`config.mk`:
```
export PLATFORM = sky130hd
export DESIGN_NAME = stream_serializer_flat
export DESIGN_NICKNAME = d
export VERILOG_FILES = /design/src/rtl/stream_serializer_pkg.sv /design/src/rtl/stream_serializer_if.sv /design/src/rtl/stream_serializer.sv /design/src/flat_wrapper.sv
export SDC_FILE = /design/constraint.sdc
export NUM_CORES = 1
export LEC_CHECK = 0
export BUFFER_PORTS_ARGS = -buffer_cell sky130_fd_sc_hd__buf_4
export CELL_PAD_IN_SITES_DETAIL_PLACEMENT = 0
export CELL_PAD_IN_SITES_GLOBAL_PLACEMENT = 1
export CORE_MARGIN = 5
export CORE_UTILIZATION = 45
export CTS_BUF_LIST = sky130_fd_sc_hd__clkbuf_2 sky130_fd_sc_hd__clkbuf_4 sky130_fd_sc_hd__clkbuf_8
export CTS_CLUSTER_DIAMETER = 100
export DETAILED_ROUTE_END_ITERATION = 6
export PLACE_DENSITY = 0.87
export SYNTH_ARGS = -nofsm -noshare
export SYNTH_HDL_FRONTEND = slang
export SYNTH_SLANG_ARGS = --single-unit
```
`constraint.sdc`:
```
create_clock -name clock -period 4.9 [get_ports clock]
set_input_delay 0 -clock clock [delete_from_list [all_inputs] [get_ports clock]]
set_output_delay 0 -clock clock [all_outputs]
set_load 0.03 [all_outputs]
```
`src/rtl/stream_serializer_pkg.sv`:
```
// Shared definitions for the stream serializer family: chunk-order constants,
// the chunk-index width helper and the serializer state encoding.
package stream_serializer_pkg;

    // Chunk order selectors, also used by the companion deserializer.
    localparam int ORDER_LSB_FIRST = 0;
    localparam int ORDER_MSB_FIRST = 1;

    // Number of bits needed to represent value (0 for value == 0).
    function automatic int clogb2(input int value);
        int v;
        int r;
        v = value;
        r = 0;
        while (v > 0) begin
            r = r + 1;
            v = v >> 1;
        end
        return r;
    endfunction

    // Width of a chunk index for n chunks per word, never narrower than 1 bit.
    function automatic int cw_width(input int n);
        int b;
        b = clogb2(n - 1);
        return (b < 1) ? 1 : b;
    endfunction

    // Word-holding state: idle (nothing loaded) or active (word in flight).
    typedef enum logic {
        ST_IDLE   = 1'b0,
        ST_ACTIVE = 1'b1
    } ser_state_t;

endpackage

```
`src/rtl/stream_serializer_if.sv`:
```
// Wide-in / narrow-out stream bundle. The serializer takes the slave view,
// the producer/consumer environment takes the master view.
interface stream_serializer_if
    import stream_serializer_pkg::*;
#(
    parameter int WIDTH = 8,
    parameter int N     = 4
);
    localparam int CW = cw_width(N);

    logic [WIDTH*N-1:0] in_data;
    logic [CW-1:0]      in_last_idx;
    logic               in_valid;
    logic               in_ready;
    logic [WIDTH-1:0]   out_data;
    logic               out_valid;
    logic               out_ready;
    logic               out_first;
    logic               out_last;

    modport slave (
        input  in_data, in_last_idx, in_valid, out_ready,
        output in_ready, out_data, out_valid, out_first, out_last
    );

    modport master (
        output in_data, in_last_idx, in_valid, out_ready,
        input  in_ready, out_data, out_valid, out_first, out_last
    );

endinterface

```
`src/rtl/stream_serializer.sv`:
```
// N:1 width-down converter with valid/ready on both sides, per-word chunk
// count and selectable chunk order. Reloads with zero bubble on the last chunk.
module stream_serializer
    import stream_serializer_pkg::*;
#(
    parameter int WIDTH     = 8,
    parameter int N         = 4,
    parameter int MSB_FIRST = ORDER_LSB_FIRST
) (
    input  logic               clock,
    input  logic               reset_n,
    input  logic               clear,
    output logic               busy,
    stream_serializer_if.slave bus
);
    localparam int CW = cw_width(N);
    localparam int SW = WIDTH * N;
    localparam logic [CW-1:0] MAX_IDX = CW'(N - 1);

    ser_state_t       state_reg, state_next;
    logic [SW-1:0]    store_reg, store_next;
    logic [CW-1:0]    idx_reg, idx_next;
    logic [CW-1:0]    last_idx_reg, last_idx_next;

    logic [SW-1:0]    store_shifted;
    logic [WIDTH-1:0] head_chunk;
    logic [CW-1:0]    clamped_last_idx;
    logic             loaded;
    logic             at_last;
    logic             out_fire;
    logic             in_fire;

    generate
        // Output end of the shift register and the direction it shifts toward.
        if (MSB_FIRST == ORDER_MSB_FIRST) begin : g_msb
            assign head_chunk    = store_reg[SW-1 -: WIDTH];
            assign store_shifted = {store_reg[SW-WIDTH-1:0], {WIDTH{1'b0}}};
        end else begin : g_lsb
            assign head_chunk    = store_reg[WIDTH-1:0];
            assign store_shifted = {{WIDTH{1'b0}}, store_reg[SW-1:WIDTH]};
        end

        // Clamping only matters when the index field can encode more than N chunks.
        if ((1 << CW) == N) begin : g_pow2
            assign clamped_last_idx = bus.in_last_idx;
        end else begin : g_clamp
            assign clamped_last_idx = (bus.in_last_idx > MAX_IDX) ? MAX_IDX : bus.in_last_idx;
        end
    endgenerate

    // Outputs come straight from registers; flags are masked while idle so
    // everything reads 0 out of reset.
    assign loaded        = (state_reg == ST_ACTIVE);
    assign at_last       = (idx_reg == last_idx_reg);
    assign bus.out_valid = loaded;
    assign bus.out_data  = head_chunk;
    assign bus.out_first = loaded && (idx_reg == '0);
    assign bus.out_last  = loaded && at_last;
    assign busy          = loaded;

    // in_ready depends combinationally on out_ready so the next word can load
    // in the same cycle the last chunk leaves.
    assign out_fire     = loaded && bus.out_ready;
    assign bus.in_ready = reset_n && !clear && (!loaded || (out_fire && at_last));
    assign in_fire      = bus.in_valid && bus.in_ready;

    // Next-state: clear aborts, then load, then advance on an accepted chunk.
    always_comb begin
        state_next    = state_reg;
        store_next    = store_reg;
        idx_next      = idx_reg;
        last_idx_next = last_idx_reg;
        if (clear) begin
            state_next = ST_IDLE;
            idx_next   = '0;
        end else if (in_fire) begin
            state_next    = ST_ACTIVE;
            store_next    = bus.in_data;
            idx_next      = '0;
            last_idx_next = clamped_last_idx;
        end else if (out_fire) begin
            if (at_last) begin
                state_next = ST_IDLE;
            end else begin
                store_next = store_shifted;
                idx_next   = idx_reg + CW'(1);
            end
        end
    end

    // State register; reset drops any word in flight.
    always_ff @(posedge clock or negedge reset_n) begin
        if (!reset_n) begin
            state_reg    <= ST_IDLE;
            store_reg    <= '0;
            idx_reg      <= '0;
            last_idx_reg <= '0;
        end else begin
            state_reg    <= state_next;
            store_reg    <= store_next;
            idx_reg      <= idx_next;
            last_idx_reg <= last_idx_next;
        end
    end

endmodule

```
`src/flat_wrapper.sv`:
```
// flat-port wrapper written by rule: the top's interface ports become plain ports
module stream_serializer_flat import stream_serializer_pkg::*;
#(
    parameter int WIDTH     = 8,
    parameter int N         = 4,
    parameter int MSB_FIRST = ORDER_LSB_FIRST
)
  (clock, reset_n, clear, busy, bus_in_data, bus_in_last_idx, bus_in_valid, bus_out_ready, bus_in_ready, bus_out_data, bus_out_valid, bus_out_first, bus_out_last);
  stream_serializer_if #(.WIDTH(WIDTH), .N(N)) bus_i ();
  input  logic clock;
  input  logic reset_n;
  input  logic clear;
  output logic busy;
  input wire logic [$bits(bus_i.in_data)-1:0] bus_in_data;
  input wire logic [$bits(bus_i.in_last_idx)-1:0] bus_in_last_idx;
  input wire logic [$bits(bus_i.in_valid)-1:0] bus_in_valid;
  input wire logic [$bits(bus_i.out_ready)-1:0] bus_out_ready;
  output wire logic [$bits(bus_i.in_ready)-1:0] bus_in_ready;
  output wire logic [$bits(bus_i.out_data)-1:0] bus_out_data;
  output wire logic [$bits(bus_i.out_valid)-1:0] bus_out_valid;
  output wire logic [$bits(bus_i.out_first)-1:0] bus_out_first;
  output wire logic [$bits(bus_i.out_last)-1:0] bus_out_last;
  assign bus_i.in_data = bus_in_data;
  assign bus_i.in_last_idx = bus_in_last_idx;
  assign bus_i.in_valid = bus_in_valid;
  assign bus_i.out_ready = bus_out_ready;
  assign bus_in_ready = bus_i.in_ready;
  assign bus_out_data = bus_i.out_data;
  assign bus_out_valid = bus_i.out_valid;
  assign bus_out_first = bus_i.out_first;
  assign bus_out_last = bus_i.out_last;
  stream_serializer #(.WIDTH(WIDTH), .N(N), .MSB_FIRST(MSB_FIRST)) u_core (.clock(clock), .reset_n(reset_n), .clear(clear), .busy(busy), .bus(bus_i));
endmodule
```
==> results.yml <==
run_status:
  outcome: "finished, final reports clean"
clocking:
  cts_tree: "built"
  post-cts-setup-buffers: 0
  h-tree-depth: 2
  clk_pin_slew_ns: 0.07
  post_cts_resized: 0
  insertion_delay_ns: 0.29
  cts_hold_buffers: 30
  clockBufferDepth: 2
  cts_made_buffers: 5
  cts.sinks: 37
  ctsRootBufferMaster: "clkbuf_8"
synth:
  syn_avg_cell_area_um2: 9.44
  ys_seq_elements: 37
  synth-edff-count: 0
  ys_warn_count: 0
  syn_inst: 228
  ys_seq_area_share_pct: 43.0
  yosys.cell_types.count: 36
  synth.top_cell.area_share_pct: 43.0
  async_reset_ff_share_pct: 100
  syn_nets: 268
  synthFlopType: "dfrtp_1"
  netlist_area_mm2: 0.00215
  synth_common_cells: "37 x dfrtp_1, 26 x nor3_1, 25 x a21oi_1"
  yosys.area.top_type: "dfrtp_1"
  synth_top_cells_by_area: "dfrtp_1 43%, a221oi_1 9.0%, nor2b_1 6.7%"
  synth.most_common_cell: "dfrtp_1"
grt:
  grt_max_degree: 42
  overflow: 0
  grt_usage_pct: 17.5
  grt_pass1_wl_um: 8650
  grt_pass1_vias: 1858
  antenna_found_initial: 0
setup_path:
  cp_num_buf_inv: 3
  critPathMostFrequentCell: "buf_4"
  cp_cell_sequence: "dlygate4sd3_1 > buf_4 > nand2_1 > a211oi_2 > buf_4 > nor2_1 > a22o_1"
  path_delay_family: "buffers and inverters"
  cp-end-kind: "register"
  cp_data_required_time_ns: 5.08
  worstPathMaxFanout: 41
  r2r_end: "u_core.last_idx_reg[0]"
  startpoint_type: "primary input"
  critical_path.startpoint: "reset_n"
  rr_worst_depth: 4
  crit_slowest_cell: "a211oi_2"
  r2r-start: "u_core.bus.out_valid"
  critPathArrivalTime_ns: 3.23
  rrSetupSlack_ns: 2.39
  crit_type: "in -> reg"
  critical-path-max-stage-delay_ns: 0.85
final_layout:
  nets: 328
  largest_reg_flops: 32
  antenna_cells: 0
  drive_gt1_share_pct: 23.9
  final_cells: 343
  syn_to_final_growth_pct: 32.2
sta:
  final.period_utilization_pct: 62.2
  final_hold_viol_count: 0
  slew_headroom_pct: 24.3
  rsz0062_at_grt: "no"
  worst_slew_pin_slew_ns: 1.14
  holdWs_ns: 0.00809
  timing.fmax_ghz: 0.328
  timing.final.ws_setup_ns: 1.85
  finalSetupTns_ns: 0
  setup_viol: 0
  min_period_ns: 3.05
  maxSlewViolCount: 0
  clock-skew-final_ns: 0.00261
floorplanning:
  die_y_um: 79.2
  rows: 25
  io_pins: 52
  fp.dieArea_mm2: 0.00627
  core_region_area_mm2: 0.00469
  die_w_um: 79.2
  start_util_pct: 45.9
detailed_routing:
  viasPerCell: 5.69
  finalWirelength_um: 5220
  wl_per_cell_um: 15.2
  num_vias: 1950
  drt-pass1-iter-count: 5
  ant_nets: 0
  post-route-drc-count: 0
  drt_iter0_drc: 150
min_path:
  holdCritStartpoint: "bus_in_data[11]"
  min_delay_path_depth: 3
  holdPathEnd: "u_core.store_reg[11]"
  hold_path.class: "in -> reg"
power_and_ir_drop:
  ir_drop_uv: 156
  leakagePower_nw: 1.19
  power_density_mw_per_mm2: 377
placement:
  dp_slack_ns: 2.08
  gp_routability_congestion: 0.782
  dp.cells: 305
  io_buffers: 51
  hpwlAfterDp_um: 3400
run:
  maxCapViolCount: 0
[kinds of logic (layout without fill, tap and decap cells)]
family,Yosys count,in the layout,share of synthesized area [%]
buffers and inverters,34,95,9.01
adder cells (fa/ha/maj),1,1,0.581
AO/OA/AOI/OAI,87,87,26.9
XOR/XNOR,5,5,2.04
flip-flops,37,37,43.0
multiplexers,3,3,1.51
AND/OR/NAND/NOR,61,61,17.0
[report_power, final]
part	internal, mW	switching, mW	total, mW
Sequential	0.402	0.0557	0.457
Combinational	0.188	0.194	0.382
Clock	0.127	0.107	0.234
[layout make-up]
cell class	instances	area (um2)
repair buffers	84	706
flip-flops and latches	37	926
clock inverters	1	5.00
multi-input cells	157	1030
clock buffers	7	96.3
inverters	3	11.3
well taps	54	67.6
fillers	405	1850
[how the worst max path moves through the flow]
stage                                end  cells past startpoint  slack, ns
global placement    u_core.store_reg[26]                      6       2.17
finish              u_core.store_reg[30]                      7       1.85
floorplan           u_core.store_reg[24]                      6       3.09
CTS                 u_core.store_reg[30]                      7       1.84
detailed placement  u_core.store_reg[29]                      6       2.08
global route        u_core.store_reg[30]                      7       1.60
[worst register-to-register path, delay by kind of cell, from the launching register on]
| family | cells | cell delay (ns) |
|---|---|---|
| DFF | 1 | 0.51 |
| and+or+nand+nor | 2 | 1.19 |
| muxes | 1 | 0.35 |
| buffers and inverters | 1 | 0.36 |
[per-layer routing]
metal / track usage [%] / share of wire [%] / vias up / wire length [um]
li1: - / - / 961 / -
met4: 6.70 / 1.5 / 0 / 78
met5: 0 / 0 / - / 0
met2: 28.5 / 50 / 64 / 2590
met3: 4.08 / 5.5 / 8 / 287
met1: 22.5 / 43 / 917 / 2260
[through the flow]
stage / area, um2 / power (mW) / util, %
after floorplan: 2150 / 0.746 / -
after global placement: 2440 / 0.819 / 52.1
after detailed placement: 2440 / 0.828 / 52.1
after CTS: 2840 / 1.08 / 60.6
after global routing: 2840 / 1.14 / 60.6
final: 2840 / 1.07 / 60.6
[cell usage in the layout, fill, tap and decap left out, types with 2 or more instances in the layout]
cell	netlist	final
buf_4	10	54
o21ai_0	24	24
a221oi_1	22	22
clkbuf_8	0	7
a21oi_1	25	25
xor2_1	2	2
inv_1	3	3
mux2_2	2	2
xnor2_1	3	3
dlygate4sd3_1	0	30
nor3_1	26	26
dfrtp_1	37	37
nor2b_1	23	23
a22o_1	8	8
nand3b_1	2	2
(Power assumes the default switching activity.)
